$ cat config.mk
export PLATFORM = sky130hd
export DESIGN_NAME = apb_fabric_master_flat
export DESIGN_NICKNAME = d
export VERILOG_FILES = /design/src/rtl/apb_fabric_master_if.sv /design/src/rtl/apb_fabric_master.sv /design/src/flat_wrapper.sv
export SDC_FILE = /design/constraint.sdc
export NUM_CORES = 1
export LEC_CHECK = 0
export CORE_ASPECT_RATIO = 1.25
export CORE_MARGIN = 2
export CORE_UTILIZATION = 40
export DETAILED_ROUTE_END_ITERATION = 8
export PLACE_DENSITY = 0.78
export SLEW_MARGIN = 0
export SYNTH_ARGS = -nofsm -noshare
export SYNTH_HDL_FRONTEND = slang
export SYNTH_SLANG_ARGS = --single-unit
export TNS_END_PERCENT = 20
$ cat constraint.sdc
create_clock -name PCLK -period 3.8 [get_ports PCLK]
set_input_delay 0.38 -clock PCLK [delete_from_list [all_inputs] [get_ports PCLK]]
set_output_delay 0.38 -clock PCLK [all_outputs]
set_load 0.05 [all_outputs]
$ cat src/rtl/apb_fabric_master_if.sv
// Bundle of the command/response stream and the APB3 bus around apb_fabric_master.
// The master modport is the initiator's view; the slave modport is the far side (fabric + peripheral).
interface apb_fabric_master_if #(
   parameter int ADDR_W = 32,
   parameter int DATA_W = 32
);
   // Handshakes: a beat transfers on a rising PCLK edge where valid and ready are both
   // high; once raised, valid and its payload stay unchanged until that edge.
   logic              cmd_valid;
   logic              cmd_ready;
   logic              cmd_write;
   logic [ADDR_W-1:0] cmd_addr;
   logic [DATA_W-1:0] cmd_wdata;

   logic              rsp_valid;
   logic              rsp_ready;
   logic [DATA_W-1:0] rsp_rdata;
   logic              rsp_err;
   logic              rsp_timeout;
   logic              busy;

   logic              PSEL;
   logic              PENABLE;
   logic              PWRITE;
   logic [ADDR_W-1:0] PADDR;
   logic [DATA_W-1:0] PWDATA;
   logic [DATA_W-1:0] PRDATA;
   logic              PREADY;
   logic              PSLVERR;

   modport master (
      input  cmd_valid, cmd_write, cmd_addr, cmd_wdata, rsp_ready,
      input  PRDATA, PREADY, PSLVERR,
      output cmd_ready, rsp_valid, rsp_rdata, rsp_err, rsp_timeout, busy,
      output PSEL, PENABLE, PWRITE, PADDR, PWDATA
   );

   modport slave (
      output cmd_valid, cmd_write, cmd_addr, cmd_wdata, rsp_ready,
      output PRDATA, PREADY, PSLVERR,
      input  cmd_ready, rsp_valid, rsp_rdata, rsp_err, rsp_timeout, busy,
      input  PSEL, PENABLE, PWRITE, PADDR, PWDATA
   );
endinterface

$ cat src/rtl/apb_fabric_master.sv
// Fabric-side APB3 initiator: one command in flight, SETUP/ACCESS toward the slave,
// registered response beat with read data, slave error and wait-state timeout status.
module apb_fabric_master #(
   parameter int ADDR_W         = 32,
   parameter int DATA_W         = 32,
   parameter int TIMEOUT_CYCLES = 256
) (
   input  logic                PCLK,
   input  logic                PRESET,
   apb_fabric_master_if.master bus,
   output logic [1:0]          o_dbg_state
);

   // A zero timeout still needs a 1-bit counter so the vector stays legal.
   localparam int CNT_W = (TIMEOUT_CYCLES == 0) ? 1 : $clog2(TIMEOUT_CYCLES + 1);
   localparam logic [CNT_W-1:0] CNT_MAX  = '1;
   localparam logic [CNT_W-1:0] CNT_LAST = (TIMEOUT_CYCLES == 0) ? '0 : CNT_W'(TIMEOUT_CYCLES - 1);

   typedef enum logic [1:0] {
      S_IDLE   = 2'd0,
      S_SETUP  = 2'd1,
      S_ACCESS = 2'd2,
      S_RESP   = 2'd3
   } state_t;

   state_t            r_state, w_state_nxt;
   logic [CNT_W-1:0]  r_cnt, w_cnt_nxt;
   logic              r_cmd_ready, w_cmd_ready_nxt;
   logic              r_psel, w_psel_nxt;
   logic              r_penable, w_penable_nxt;
   logic              r_busy, w_busy_nxt;
   logic              r_pwrite, w_pwrite_nxt;
   logic [ADDR_W-1:0] r_paddr, w_paddr_nxt;
   logic [DATA_W-1:0] r_pwdata, w_pwdata_nxt;
   logic              r_rsp_valid, w_rsp_valid_nxt;
   logic [DATA_W-1:0] r_rsp_rdata, w_rsp_rdata_nxt;
   logic              r_rsp_err, w_rsp_err_nxt;
   logic              r_rsp_timeout, w_rsp_timeout_nxt;

   always_ff @(posedge PCLK or posedge PRESET) begin
      if (PRESET) begin
         r_state       <= S_IDLE;
         r_cnt         <= '0;
         r_cmd_ready   <= 1'b1;
         r_psel        <= 1'b0;
         r_penable     <= 1'b0;
         r_busy        <= 1'b0;
         r_pwrite      <= 1'b0;
         r_paddr       <= '0;
         r_pwdata      <= '0;
         r_rsp_valid   <= 1'b0;
         r_rsp_rdata   <= '0;
         r_rsp_err     <= 1'b0;
         r_rsp_timeout <= 1'b0;
      end else begin
         r_state       <= w_state_nxt;
         r_cnt         <= w_cnt_nxt;
         r_cmd_ready   <= w_cmd_ready_nxt;
         r_psel        <= w_psel_nxt;
         r_penable     <= w_penable_nxt;
         r_busy        <= w_busy_nxt;
         r_pwrite      <= w_pwrite_nxt;
         r_paddr       <= w_paddr_nxt;
         r_pwdata      <= w_pwdata_nxt;
         r_rsp_valid   <= w_rsp_valid_nxt;
         r_rsp_rdata   <= w_rsp_rdata_nxt;
         r_rsp_err     <= w_rsp_err_nxt;
         r_rsp_timeout <= w_rsp_timeout_nxt;
      end
   end

   always_comb begin
      w_state_nxt       = r_state;
      w_cnt_nxt         = r_cnt;
      w_pwrite_nxt      = r_pwrite;
      w_paddr_nxt       = r_paddr;
      w_pwdata_nxt      = r_pwdata;
      w_rsp_rdata_nxt   = r_rsp_rdata;
      w_rsp_err_nxt     = r_rsp_err;
      w_rsp_timeout_nxt = r_rsp_timeout;

      case (r_state)
         S_IDLE: begin
            if (bus.cmd_valid) begin
               w_state_nxt  = S_SETUP;
               w_pwrite_nxt = bus.cmd_write;
               w_paddr_nxt  = bus.cmd_addr;
               w_pwdata_nxt = bus.cmd_wdata;
            end
         end
         S_SETUP: w_state_nxt = S_ACCESS;
         S_ACCESS: begin
            // A PREADY arriving in the expiry cycle is checked first, so it still completes normally.
            if (bus.PREADY) begin
               w_state_nxt       = S_RESP;
               w_rsp_rdata_nxt   = r_pwrite ? '0 : bus.PRDATA;
               w_rsp_err_nxt     = bus.PSLVERR;
               w_rsp_timeout_nxt = 1'b0;
            end else begin
               if (r_cnt != CNT_MAX) begin
                  w_cnt_nxt = r_cnt + 1'b1;
               end
               if ((TIMEOUT_CYCLES != 0) && (r_cnt == CNT_LAST)) begin
                  w_state_nxt       = S_RESP;
                  w_rsp_rdata_nxt   = '0;
                  w_rsp_err_nxt     = 1'b1;
                  w_rsp_timeout_nxt = 1'b1;
               end
            end
         end
         S_RESP: begin
            if (bus.rsp_ready) begin
               w_state_nxt = S_IDLE;
               w_cnt_nxt   = '0;
            end
         end
         default: w_state_nxt = S_IDLE;
      endcase

      // Every status output is a flop loaded from the decoded next state.
      w_cmd_ready_nxt = (w_state_nxt == S_IDLE);
      w_busy_nxt      = (w_state_nxt != S_IDLE);
      w_psel_nxt      = (w_state_nxt == S_SETUP) || (w_state_nxt == S_ACCESS);
      w_penable_nxt   = (w_state_nxt == S_ACCESS);
      w_rsp_valid_nxt = (w_state_nxt == S_RESP);
   end

   assign bus.cmd_ready   = r_cmd_ready;
   assign bus.busy        = r_busy;
   assign bus.PSEL        = r_psel;
   assign bus.PENABLE     = r_penable;
   assign bus.PWRITE      = r_pwrite;
   assign bus.PADDR       = r_paddr;
   assign bus.PWDATA      = r_pwdata;
   assign bus.rsp_valid   = r_rsp_valid;
   assign bus.rsp_rdata   = r_rsp_rdata;
   assign bus.rsp_err     = r_rsp_err;
   assign bus.rsp_timeout = r_rsp_timeout;
   assign o_dbg_state     = r_state;

endmodule
$ cat src/flat_wrapper.sv
// flat-port wrapper written by rule: the top's interface ports become plain ports
module apb_fabric_master_flat 
#(
   parameter int ADDR_W         = 32,
   parameter int DATA_W         = 32,
   parameter int TIMEOUT_CYCLES = 256
)
  (PCLK, PRESET, o_dbg_state, bus_cmd_valid, bus_cmd_write, bus_cmd_addr, bus_cmd_wdata, bus_rsp_ready, bus_PRDATA, bus_PREADY, bus_PSLVERR, bus_cmd_ready, bus_rsp_valid, bus_rsp_rdata, bus_rsp_err, bus_rsp_timeout, bus_busy, bus_PSEL, bus_PENABLE, bus_PWRITE, bus_PADDR, bus_PWDATA);
  apb_fabric_master_if #(.ADDR_W(ADDR_W), .DATA_W(DATA_W)) bus_i ();
  input  logic PCLK;
  input  logic PRESET;
  output logic [1:0] o_dbg_state;
  input wire logic [$bits(bus_i.cmd_valid)-1:0] bus_cmd_valid;
  input wire logic [$bits(bus_i.cmd_write)-1:0] bus_cmd_write;
  input wire logic [$bits(bus_i.cmd_addr)-1:0] bus_cmd_addr;
  input wire logic [$bits(bus_i.cmd_wdata)-1:0] bus_cmd_wdata;
  input wire logic [$bits(bus_i.rsp_ready)-1:0] bus_rsp_ready;
  input wire logic [$bits(bus_i.PRDATA)-1:0] bus_PRDATA;
  input wire logic [$bits(bus_i.PREADY)-1:0] bus_PREADY;
  input wire logic [$bits(bus_i.PSLVERR)-1:0] bus_PSLVERR;
  output wire logic [$bits(bus_i.cmd_ready)-1:0] bus_cmd_ready;
  output wire logic [$bits(bus_i.rsp_valid)-1:0] bus_rsp_valid;
  output wire logic [$bits(bus_i.rsp_rdata)-1:0] bus_rsp_rdata;
  output wire logic [$bits(bus_i.rsp_err)-1:0] bus_rsp_err;
  output wire logic [$bits(bus_i.rsp_timeout)-1:0] bus_rsp_timeout;
  output wire logic [$bits(bus_i.busy)-1:0] bus_busy;
  output wire logic [$bits(bus_i.PSEL)-1:0] bus_PSEL;
  output wire logic [$bits(bus_i.PENABLE)-1:0] bus_PENABLE;
  output wire logic [$bits(bus_i.PWRITE)-1:0] bus_PWRITE;
  output wire logic [$bits(bus_i.PADDR)-1:0] bus_PADDR;
  output wire logic [$bits(bus_i.PWDATA)-1:0] bus_PWDATA;
  assign bus_i.cmd_valid = bus_cmd_valid;
  assign bus_i.cmd_write = bus_cmd_write;
  assign bus_i.cmd_addr = bus_cmd_addr;
  assign bus_i.cmd_wdata = bus_cmd_wdata;
  assign bus_i.rsp_ready = bus_rsp_ready;
  assign bus_i.PRDATA = bus_PRDATA;
  assign bus_i.PREADY = bus_PREADY;
  assign bus_i.PSLVERR = bus_PSLVERR;
  assign bus_cmd_ready = bus_i.cmd_ready;
  assign bus_rsp_valid = bus_i.rsp_valid;
  assign bus_rsp_rdata = bus_i.rsp_rdata;
  assign bus_rsp_err = bus_i.rsp_err;
  assign bus_rsp_timeout = bus_i.rsp_timeout;
  assign bus_busy = bus_i.busy;
  assign bus_PSEL = bus_i.PSEL;
  assign bus_PENABLE = bus_i.PENABLE;
  assign bus_PWRITE = bus_i.PWRITE;
  assign bus_PADDR = bus_i.PADDR;
  assign bus_PWDATA = bus_i.PWDATA;
  apb_fabric_master #(.ADDR_W(ADDR_W), .DATA_W(DATA_W), .TIMEOUT_CYCLES(TIMEOUT_CYCLES)) u_core (.PCLK(PCLK), .PRESET(PRESET), .bus(bus_i), .o_dbg_state(o_dbg_state));
endmodule
# --- After elaboration in Yosys (flattened, before gate mapping) ---
# Cells that the tools add are included.
totals:
  ff_bits: 115
  input_bits: 103
  output_inout_bits: 106
  word_cells: 49
op_classes:
  add_sub_neg: 1
  eq_ne: 11
  muxes: 15
  reduce_logical: 9
ops:
  columns: ["operator", "n"]
  rows:
  - ["32-bit 2-to-1 mux", 3]
  - ["9-bit 2-to-1 mux", 3]
  - ["9-bit case mux with 2 select lines", 1]
  - ["9-bit by 1-bit adder with 9-bit output (second input constant)", 1]
  - ["9-bit by 8-bit equality test with 1-bit output (second input constant)", 1]
  - ["9-bit != test (second input constant)", 1]
  - ["2-bit equality test (second input constant)", 4]
  - ["2-bit 2-to-1 mux", 4]
  - ["2-bit case mux with 4 select lines", 1]
  - ["2-bit nonzero test", 3]
  - ["2-bit by 1-bit equality test with 1-bit output (second input constant)", 2]
  - ["2-bit logical NOT", 2]
  - ["2-bit != test (second input constant)", 2]
  - ["2-bit AND reduction", 2]
  - ["4-bit AND reduction", 1]
  - ["1-bit 2-to-1 mux", 3]
  - ["2-bit by 1-bit != test with 1-bit output (second input constant)", 1]
  - ["1-bit logical OR", 1]

# --- Depth between registers and ports, before layout ---
depth:
  word_depth: 6
  mapped_depth: 9

# --- Worst setup path before layout ---
# No wires, ideal clock.
synth_timing:
  path_type: "reg2reg"
  start: "register u_core.r_cnt[0]"
  end: "register u_core.r_cnt[7]"
  setup_ns: 0.079
  arrival_time_ns: 1.982
  required_time_ns: 3.721
  setup_slack_ns: 1.739
  stages_incl_launch_ff: 9
  path_buffers: 1
  period_less_slack_ns: 2.061
  path_cell_list: "dfrtp_1 > ha_1 > nand3_1 > nor2_1 > ha_1 > or4b_4 > buf_6 > a211oi_2 > mux2i_1"
synth_between:
  elab_chain_cells: 4
  word_cells_on_any_way: 7
  classes_between: "add/sub (1); eq/ne (2); mux (3); reduce/logical (1)"
synth_lines:
  columns: ["item", "line_no", "source"]
  rows:
  - ["from (decl)", "apb_fabric_master.sv:27", "logic [CNT_W-1:0] r_cnt, w_cnt_nxt;"]
  - ["from (signal assigned)", "apb_fabric_master.sv:57", "r_cnt <= w_cnt_nxt;"]
  - ["9-bit by 1-bit adder with 9-bit output", "apb_fabric_master.sv:101", "w_cnt_nxt = r_cnt + 1'b1;"]
  - ["9-bit 2-to-1 mux", "apb_fabric_master.sv:100", "if (r_cnt != CNT_MAX) begin"]
  - ["9-bit 2-to-1 mux", "apb_fabric_master.sv:94", "if (bus.PREADY) begin"]
  - ["9-bit case mux with 2 select lines", "apb_fabric_master.sv:82", "case (r_state)"]
# Several ways; a longest one is shown, not always the timed one. The select of a mux whose other input is x is not followed.
# A chain may end at the register's enable or synchronous reset.

# --- Worst setup path after layout ---
layout_timing:
  start: "register u_core.r_cnt[0]"
  end: "register u_core.r_cnt[4]"
# The elaborated chain is that of the path after synthesis.

==> flow_metrics.env <==
export IMPL_crit_arrival_ns=2.60
export IMPL_hp_class="flip-flop to flip-flop"
export IMPL_place_area_sq_um=6649
export IMPL_crit_path_top_delay_cell="or4b_4"
export IMPL_wl_met1_um=4412
export IMPL_place_congestion=0.7568
export IMPL_fin_area_sq_um=7297
export IMPL_h_tree_depth=4
export IMPL_start_kind="flip-flop"
export IMPL_r2r_start="u_core.r_cnt[0]"
export IMPL_finalWirelength_um=11100
export IMPL_required_ns=4.14
export IMPL_dr_max_layer_used="met4"
export IMPL_rsz0062_at_grt="false"
export IMPL_cts_tree="done"
export IMPL_yosysWarnings=0
export IMPL_period_share=0.5947
export IMPL_status="complete, no violations"
export IMPL_async_flop_share=1.000
export IMPL_post_route_drc_count=0
export IMPL_vias_per_cell=5.068
export IMPL_cpMostUsedCell="ha_1"
export IMPL_fin_nets=620
export IMPL_antenna_found_initial=0
export IMPL_finClkSkew_ns=0.009457
export IMPL_path_delay_family="simple AND/OR/NAND/NOR gates"
export IMPL_drt_initial_drc_count=124
export IMPL_post_cts_resized=0
export IMPL_grt_pass1_wl_um=17660
export IMPL_critPathMaxStageDelay_ns=0.58
export IMPL_ant_nets=0
export IMPL_clkSinkCount=115
export IMPL_layout_commonest_cell="clkdlybuf4s50_1"
export IMPL_crit_chain="ha_1 > nand3_1 > nor2_1 > ha_1 > or4b_4 > or4_1 > nand2_1"
export IMPL_power_leakage_nw=3.100
export IMPL_final_cell_mix="clkdlybuf4s50_1 (208), dfrtp_1 (114), mux2_2 (65)"
export IMPL_initial_core_util=0.4049
export IMPL_r2r_setup_slack_ns=1.54
export IMPL_cts_hold_buf=0
export IMPL_grt_overflow_total=0
export IMPL_max_cap_viol_count=0
export IMPL_yosysTopAreaCell="dfrtp_1"
export IMPL_synth_seq_cells=115
export IMPL_synth_cell_types=31
export IMPL_cp_depth=7
export IMPL_rows=43
export IMPL_synth_fp_nets=406
export IMPL_maxSlewHeadroom=0.3942
export IMPL_dpl_hpwl_um=8029
export IMPL_portBuffers=208
export IMPL_critPathMaxFanout=14
export IMPL_grt_pass1_vias=3466
export IMPL_drive_above_1_share=0.2099
export IMPL_via_count=3340
export IMPL_avgRoutedWirePerCell_um=16.84
export IMPL_grt_max_degree=76
export IMPL_critPathBufInv=0
export IMPL_n_antenna_cell=0
export IMPL_crit_start="u_core.r_cnt[0]"
export IMPL_wl_met2_um=5675
export IMPL_fmax_ghz=0.4425
export IMPL_netlist_area_sq_um=4444
export IMPL_hold_violations=0
export IMPL_power_density_nw_per_um2=1098
export IMPL_tns_ns=0
export IMPL_grtUsageTotal=0.1890
export IMPL_fin_util=0.6648
export IMPL_synth_edff_count=0
export IMPL_area_delta_synth_final_pct=64.19
export IMPL_clk_root_buffer_cell="clkbuf_16"
export IMPL_die_y_um=121.9
export IMPL_vdd_drop_max_v=0.0005819
export IMPL_clk_latency_ns=0.41
export IMPL_ys_seq_area_frac=0.6478
export IMPL_die_area_sq_um=11980
export IMPL_tightestPinTransition_ns=0.9087
export IMPL_clk_pin_slew_ns=0.05
export IMPL_min_period_ns=2.260
export IMPL_worstHoldStart="u_core.bus.PWDATA[31]"
export IMPL_syn_inst=298
export IMPL_drt_pass1_iterations=4
export IMPL_synth_top_area_frac=0.6419
export IMPL_wl_met3_um=759
export IMPL_reg2regPathDepth=7
export IMPL_syn_avg_cell_area_sq_um=14.91
export IMPL_clock_path_buffers=2
export IMPL_core_sq_um=10980
export IMPL_critPathCaptureType="flip-flop"
export IMPL_post_cts_buffers=0
export IMPL_maxSlewViolCount=0
export IMPL_criticalPathCategory="flip-flop to flip-flop"
export IMPL_setup_viol=0
export IMPL_dieWidth_um=98.28
export IMPL_synth_area_leaders="dfrtp_1 (64%), mux2_2 (16%), a22o_1 (6.3%), ha_1 (1.4%), buf_4 (1.2%)"
export IMPL_cts_buffers=17
export IMPL_synth_top_flop_cell="dfrtp_1"
export IMPL_ioPinCount=209
export IMPL_critPathCapture="u_core.r_cnt[4]"
export IMPL_r2r_end="u_core.r_cnt[4]"
[synthesized netlist by cell type (2+ instances only)]
library cell,count
inv_1,9
nor3b_1,2
buf_4,7
nor2_1,4
o211ai_1,3
clkbuf_1,5
nand3_1,5
or4_1,3
mux2i_1,3
mux2_2,65
nand4_1,3
o21ai_0,3
nand2b_1,3
buf_2,4
a21oi_1,3
a22o_1,32
dfrtp_1,114
a211oi_2,3
ha_1,5
nand2_1,10
and3_1,2
[metal layers]
layer  GRT usage  vias to the layer above
met1      0.2265                     1672
met4     0.08134                        0
li1            -                     1506
met3     0.06024                       20
met5           0                        -
met2      0.3146                      142
[worst min-delay path by stage]
stage	to	cells past startpoint
3_3_place_gp	u_core.bus.PADDR[7]	1
6_report	u_core.bus.PWDATA[31]	1
3_5_place_dp	u_core.bus.rsp_rdata[21]	1
2_1_floorplan	u_core.bus.rsp_timeout	1
5_1_grt	u_core.bus.PADDR[0]	1
4_1_cts	u_core.bus.PADDR[14]	1
[cell families (layout without fill, tap and decap cells)]
kind of cell / Yosys count / count (layout) / synth area share
flip-flops: 115 / 115 / 0.6478
buffers and inverters: 26 / 252 / 0.03069
AND/OR/NAND/NOR: 36 / 36 / 0.04533
multiplexers: 68 / 68 / 0.1715
AO/OA/AOI/OAI: 48 / 48 / 0.09065
adder cells (fa/ha/maj): 5 / 5 / 0.01408
[where the power goes]
part	leakage [nW]	switching, W	internal [W]	total, W
Sequential	1.42	0.000320	0.00180	0.00212
Combinational	1.37	0.00264	0.00152	0.00416
Clock	0.308	0.000549	0.00118	0.00172
[layout make-up]
class	count	area [sq um]
Clock buffer	18	439.2
Clock inverter	13	209.0
Fill cell	806	3679
Inverter	9	36.28
Multi-Input combinational cell	157	1440
Sequential cell	115	2879
Tap cell	135	168.9
Timing Repair Buffer	212	2125
[sequential cells by signal, summed over array words and instances, names as in the netlist]
register,cells
u_core.bus.PSEL,1
u_core.bus.busy,1
u_core.bus.PWDATA,32
u_core.bus.rsp_valid,1
u_core.bus.PADDR,32
u_core.bus.PWRITE,1
u_core.bus.PENABLE,1
u_core.r_cnt,9
u_core.bus.rsp_err,1
u_core.bus.cmd_ready,1
u_core.bus.rsp_rdata,32
u_core.o_dbg_state,2
u_core.bus.rsp_timeout,1
[stage by stage]
| step | power, W | hold slack, ns | worst slack (ns) | cells |
|---|---|---|---|---|
| final | 0.008010 | 0.5013 | 1.540 | 659 |
| after global routing | 0.008347 | 0.5228 | 1.282 | 659 |
| after CTS | 0.008094 | 0.5054 | 1.502 | 659 |
| after detailed placement | 0.006338 | 0.4916 | 1.536 | 628 |
| after global placement | 0.006265 | 0.4875 | 1.564 | 628 |
| after floorplan | 0.004886 | 0.4657 | 0.3776 | 298 |
Power figures use the tool's default switching activity.
==> variant 1 (same flow settings) <==
`TIMEOUT_CYCLES` is set to 256 in 2 places; all go to 128.
--- a/src/rtl/apb_fabric_master.sv
+++ b/src/rtl/apb_fabric_master.sv
@@ -5,3 +5,3 @@
    parameter int DATA_W         = 32,
-   parameter int TIMEOUT_CYCLES = 256
+   parameter int TIMEOUT_CYCLES = 128
 ) (
--- a/src/flat_wrapper.sv
+++ b/src/flat_wrapper.sv
@@ -5,3 +5,3 @@
    parameter int DATA_W         = 32,
-   parameter int TIMEOUT_CYCLES = 256
+   parameter int TIMEOUT_CYCLES = 128
 )
Formal check against the unedited RTL: no difference found for any inputs over 10 cycles, from zero or initial values and one cycle with PRESET high; that may be too few to reach the edited logic, so the function may still have changed.
==> variant 1 against the unedited design <==
Cell area shrank 0.77%; total power shrank 0.69%; sequential cell count shrank 1; area after synthesis shrank 1.3%; wire length is essentially flat; via count shrank 1.7%; worst setup slack lost 0.042 ns; critical endpoint is now o_dbg_state[0]; largest cell class unchanged; highest routed layer unchanged.
==> variant 1: results (changes against the unedited design) <==
Parameter                              Value

CTS
  Count of buffers added by post-CTS timing repair for setup ... 0 (unchanged)
  CTS Hold Buffers Added ... 0 (unchanged)
  Clk sinks ... 114 (-0.87%)
  Clock latency at the later pin of the worst-skew pair ... 0.40 ns
  Longest Clk Path Bufs ... 2 (unchanged)
  H-tree depth ... 4 (unchanged)
  Post-CTS clock slew at the launch and capture registers of the worst setup and hold paths ... 0.06 ns
  Number of gates resized after cts ... 0 (unchanged)

Yosys
  Number of warnings reported in the yosys synthesis log ... 0 (unchanged)
  Net count after synthesis ... 399 (-1.7%)
  Post-synthesis async set-or-reset flop share ... 1.00 (unchanged)
  Post-synthesis average cell area ... 15.0 sq um (+0.42%)
  Number of unique standard cell types used by synthesis ... 38 (+23%)
  Top area cells in the synthesized netlist ... dfrtp_1 64%, mux2_2 12%, a22o_1 6.4%
  Top post-synthesis cells by count ... 113 x dfrtp_1, 48 x mux2_2, 32 x a22o_1
  Share of synthesized area occupied by flip-flops and latches ... 0.650 (+0.00261)

GRT
  Maximum number of pins on one net before global-route repair ... 69 (-9.2%)
  Global-route wire length before repair ... 17.7 mm (+0.35%)
  Antenna violations before repair ... 0 (unchanged)
  Total GRT Usage ... 0.192 (+0.00292)
  Via count of the first global-routing pass ... 3496 (+0.87%)

Detailed routing
  Via total after detailed routing ... 3284 (-1.7%)
  Initial DRC count ... 132 (+6.5%)
  First-pass detailed-route iteration total ... 6 (+2)
  Wire length per cell ... 17.0 um (+0.82%)
  Total routed wirelength ... 11.1 mm (about the same)

Critical path
  Critical Path Max Stage Delay ... 0.91 ns (+0.33 ns)
  Number of cells on the worst reg-to-reg path ... 7 (unchanged)
  Largest delay contributor family on the critical path ... buffers and inverters
  Slowest cell on crit path ... clkdlybuf4s50_1
  Worst EP arrival ... 1.92 ns (-0.68 ns)
  Critical path fanouts, max ... 14 (unchanged)

Final layout
  Share of post-route cells with drive strength above 1 ... 0.179 (-0.0314)
  Final-layout clock-cell area share ... 0.0866 (-0.00225)
  Area of the multi-input gates ... 1430 sq um (-0.52%)
  Final-layout non-clock buffer area share ... 0.295 (+0.00399)
  Clk_buf instances ... 18 (unchanged)
  Total Nets Final ... 614 (-0.97%)
  Fill count ... 778 (-3.5%)
  Cell class with the largest area share ... sequential cells
  Number of ordinary inverters in the final layout ... 6 (-3)
  Area of all sequential standard cells ... 2850 sq um (-0.87%)

Place
  Number of I/O port buffers ... 208 (unchanged)
  Count of placed standard cells including taps ... 621 (-1.1%)
  DP Wirelength ... 7.73 mm (-3.7%)
  Last weighted congestion value of the routability-driven placer ... 0.860 (+14%)

STA
  Slew Limit Headroom ... 0.518 (+0.123)
  Worst Skew ... 0.00603 ns (-0.00342 ns)

Run status
  Status ... finished clean

Pwr
  Maximum vdd drop ... 530 uV (-8.9%)
  Leakage power of the design ... 3.09 nW (-0.32%)

Hold path
  Worst min path class ... in2async
variant 1: report_power, final:
group	internal, mW	total, mW	switching, mW
combinational	1.51	4.16	2.65
sequential	1.80	2.14	0.344
clock	1.11	1.66	0.547
total	4.42	7.95	3.54
variant 1: stage by stage:
| stage | cell area, sq um | setup slack (ns) | util | hold WS, ns | power, mW |
|---|---|---|---|---|---|
| after floorplan | 4390 | 0.406 | - | 0.494 | 4.85 |
| after global placement | 6610 | 1.66 | 0.620 | 0.467 | 6.26 |
| after detailed placement | 6610 | 1.64 | 0.620 | 0.475 | 6.33 |
| after CTS | 7240 | 1.49 | 0.679 | 0.487 | 8.03 |
| after global routing | 7240 | 1.46 | 0.679 | 0.500 | 8.29 |
| final | 7240 | 1.50 | 0.679 | 0.468 | 7.95 |
variant 1: cell families after synthesis:
logic type / after synthesis / share of synthesized area
AOI/OAI and AO/OA: 52 / 0.0975
adders and majority gates: 3 / 0.00856
muxes: 67 / 0.171
DFF: 114 / 0.650
and+or+nand+nor: 35 / 0.0476
buffers and inverters: 22 / 0.0245
variant 1: final timing paths:
kind	to	slack [ns]	start
worst max-delay path	o_dbg_state[0]	1.50	u_core.o_dbg_state[0]
max in group asynchronous	u_core.bus.cmd_ready	2.52	PRESET
min in group PCLK	u_core.bus.PADDR[16]	0.48	u_core.bus.PADDR[16]
worst min-delay path	u_core.bus.PWDATA[10]	0.47	PRESET
worst min register to register	u_core.bus.PADDR[16]	0.48	u_core.bus.PADDR[16]
worst max register to register	u_core.bus.PSEL	1.73	u_core.r_cnt[0]
variant 1: routing by layer:
metal	GRT usage	share of wire	vias to the layer above
met5	0	0	-
li1	-	-	1507
met4	0.0703	0.012	0
met1	0.225	0.40	1619
met3	0.0714	0.083	12
met2	0.324	0.50	146
==> variant 2 (same settings) <==
Without the edit above. Reset style: synchronous (`PRESET`), changed in one clocked block.
--- a/src/rtl/apb_fabric_master.sv
+++ b/src/rtl/apb_fabric_master.sv
@@ -39,3 +39,3 @@
 
-   always_ff @(posedge PCLK or posedge PRESET) begin
+   always_ff @(posedge PCLK) begin
       if (PRESET) begin
Function: differs if PRESET is asserted again (counterexample within 4 cycles, from zero or initial values and one cycle with PRESET high); with PRESET held inactive, the same outputs for 10 cycles.
==> variant 2 against the unedited design <==
Clock skew shrank 0.0032 ns; sequential share of layout area shrank 6.1 points; critical endpoint is now o_dbg_state[0]; highest routed layer unchanged; global-route usage is 3.9 points higher; final cell count up 30%; wire length increased by 15%; cell area fell by 5.4%; sequential cell count stayed put; worst setup slack worse by 0.14 ns; non-clock buffer count is 1 higher; area after synthesis fell by 5.1%.
Power is not compared: it rests on default switching activity, and its combinational part moved more than twofold at a synthesized area within 25%.
==> variant 2: results (changes against the unedited design) <==
Parameter                              Value

Final layout
  Fill count ... 831 (+3.1%)
  Share of post-route cells with drive strength above 1 ... 0.0538 (-0.156)
  Total Nets Final ... 822 (+33%)
  Non-filler cells in the finished layout ... 854 (+30%)
  Number of antenna cells inserted ... 0 (unchanged)

Run status
  Status ... finished clean

CTS
  Post-CTS clock slew at the launch and capture registers of the worst setup and hold paths ... 0.05 ns (about the same)
  Longest Clk Path Bufs ... 2 (unchanged)
  Clock latency at the later pin of the worst-skew pair ... 0.40 ns
  H-tree depth ... 4 (unchanged)
  TritonCTS buffer count ... 17 (unchanged)

Critical path
  Critical Path Max Stage Delay ... 0.93 ns (+0.35 ns)
  Slowest cell on crit path ... clkdlybuf4s50_1
  Largest delay contributor family on the critical path ... buffers and inverters
  Critical path fanouts, max ... 14 (unchanged)
  Worst EP arrival ... 2.01 ns (-0.59 ns)

Yosys
  Gate count of the mapped netlist ... 522 (+75%)
  Number of warnings reported in the yosys synthesis log ... 0 (unchanged)
  Number of unique standard cell types used by synthesis ... 29 (-6.5%)
  Xor/xnor share of the synthesized area ... 0 (unchanged)
  Share of synthesized area occupied by flip-flops and latches ... 0.546 (-0.102)
  Top post-synthesis cells by count ... 171 x nand2_1, 115 x dfxtp_1, 104 x a21oi_1
  Compound-gate portion of the synthesized area ... 0.182 (+0.0909)
  Area share of fa/ha/maj cells after synthesis ... 0.0148 (+0.000760)
  Number of enable flip-flop cells after synthesis ... 0 (unchanged)
  Top area cells in the synthesized netlist ... dfxtp_1 55%, nand2_1 15%, a21oi_1 12%
  Share of cell area taken by muxes after synthesis ... 0.0142 (-0.157)
  Main combinational cell family by area after synthesis ... simple AND/OR/NAND/NOR gates
  Post-synthesis async set-or-reset flop share ... 0 (-1.00)
  Net count after synthesis ... 630 (+55%)

Pwr
  Maximum vdd drop ... 295 uV

GRT
  Maximum number of pins on one net before global-route repair ... 68 (-11%)
  Total GRT Usage ... 0.228 (+0.0392)
  Global-route wire length before repair ... 20.3 mm (+15%)
  Via count of the first global-routing pass ... 4244 (+22%)

Place
  Last weighted congestion value of the routability-driven placer ... 0.756 (-0.15%)
  DP Wirelength ... 8.89 mm (+11%)
  Post-place setup slack ... 1.42 ns (-0.120 ns)
  Total cell area at the placement stage ... 6350 sq um (-4.5%)
  Number of I/O port buffers ... 208 (unchanged)

Detailed routing
  Routed wl met3 ... 1.24 mm (+64%)
  Met1 WL ... 4.68 mm (+6.2%)
  First-pass detailed-route iteration total ... 4 (unchanged)
  Total routed wirelength ... 12.7 mm (+15%)
  Initial DRC count ... 126 (+1.6%)
  Highest metal used ... met4
  Via/cell ratio ... 4.98 (-1.8%)
  Detail Route met2 WL ... 6.54 mm (+15%)

STA
  Worst Skew ... 0.00627 ns (-0.00319 ns)
  Slew @ Worst Pin ... 1.05 ns (+0.141 ns)

Hold path
  Worst min path class ... in2reg
[variant 2: changes by cell type in the layout (fill, tap and decap cells not counted), sizes merged, moves of 32 or more]
| cell | change |
|---|---|
| nand2 | +161 |
| dfxtp | +115 |
| dfrtp | -114 |
| a21oi | +101 |
| mux2 | -65 |
| a22o | -32 |
[variant 2: report_power, final]
group	switching (mW)	leakage, nW	internal, mW	total, mW
registers	0.0430	0.939	1.28	1.32
clock network	0.503	0.279	0.972	1.47
logic	0.429	1.27	0.260	0.689
[variant 2: path summary, 6_finish.rpt]
kind / start / to / slack, ns / depth (start not counted)
max: u_core.o_dbg_state[0] / o_dbg_state[0] / 1.41 / 1
min: PRESET / u_core.o_dbg_state[0] / 0.42 / 2
max reg2reg: u_core.r_cnt[0] / u_core.r_cnt[6] / 1.55 / 7
min reg2reg: u_core.bus.PADDR[7] / u_core.bus.PADDR[7] / 0.45 / 2
[variant 2: cell type report]
type	count	area, sq um	share of cell area
clock inverters	5	50.0	0.00725
inverters	5	18.8	0.00272
well taps	129	161	0.0234
repair buffers	213	2120	0.307
multi-input cells	362	1750	0.253
clock buffers	25	505	0.0732
flip-flops and latches	115	2300	0.333
[variant 2: kinds of logic after synthesis]
| family | Yosys count |
|---|---|
| fa+ha+maj | 5 |
| compound gates | 146 |
| flops | 115 |
| mux | 6 |
| buf+inv | 45 |
| simple gates | 205 |
[variant 2: layer usage]
metal	vias to the layer above	track usage
li1	2110	-
met1	1947	0.238
met2	173	0.396
met3	21	0.0892
met4	0	0.101
met5	-	0
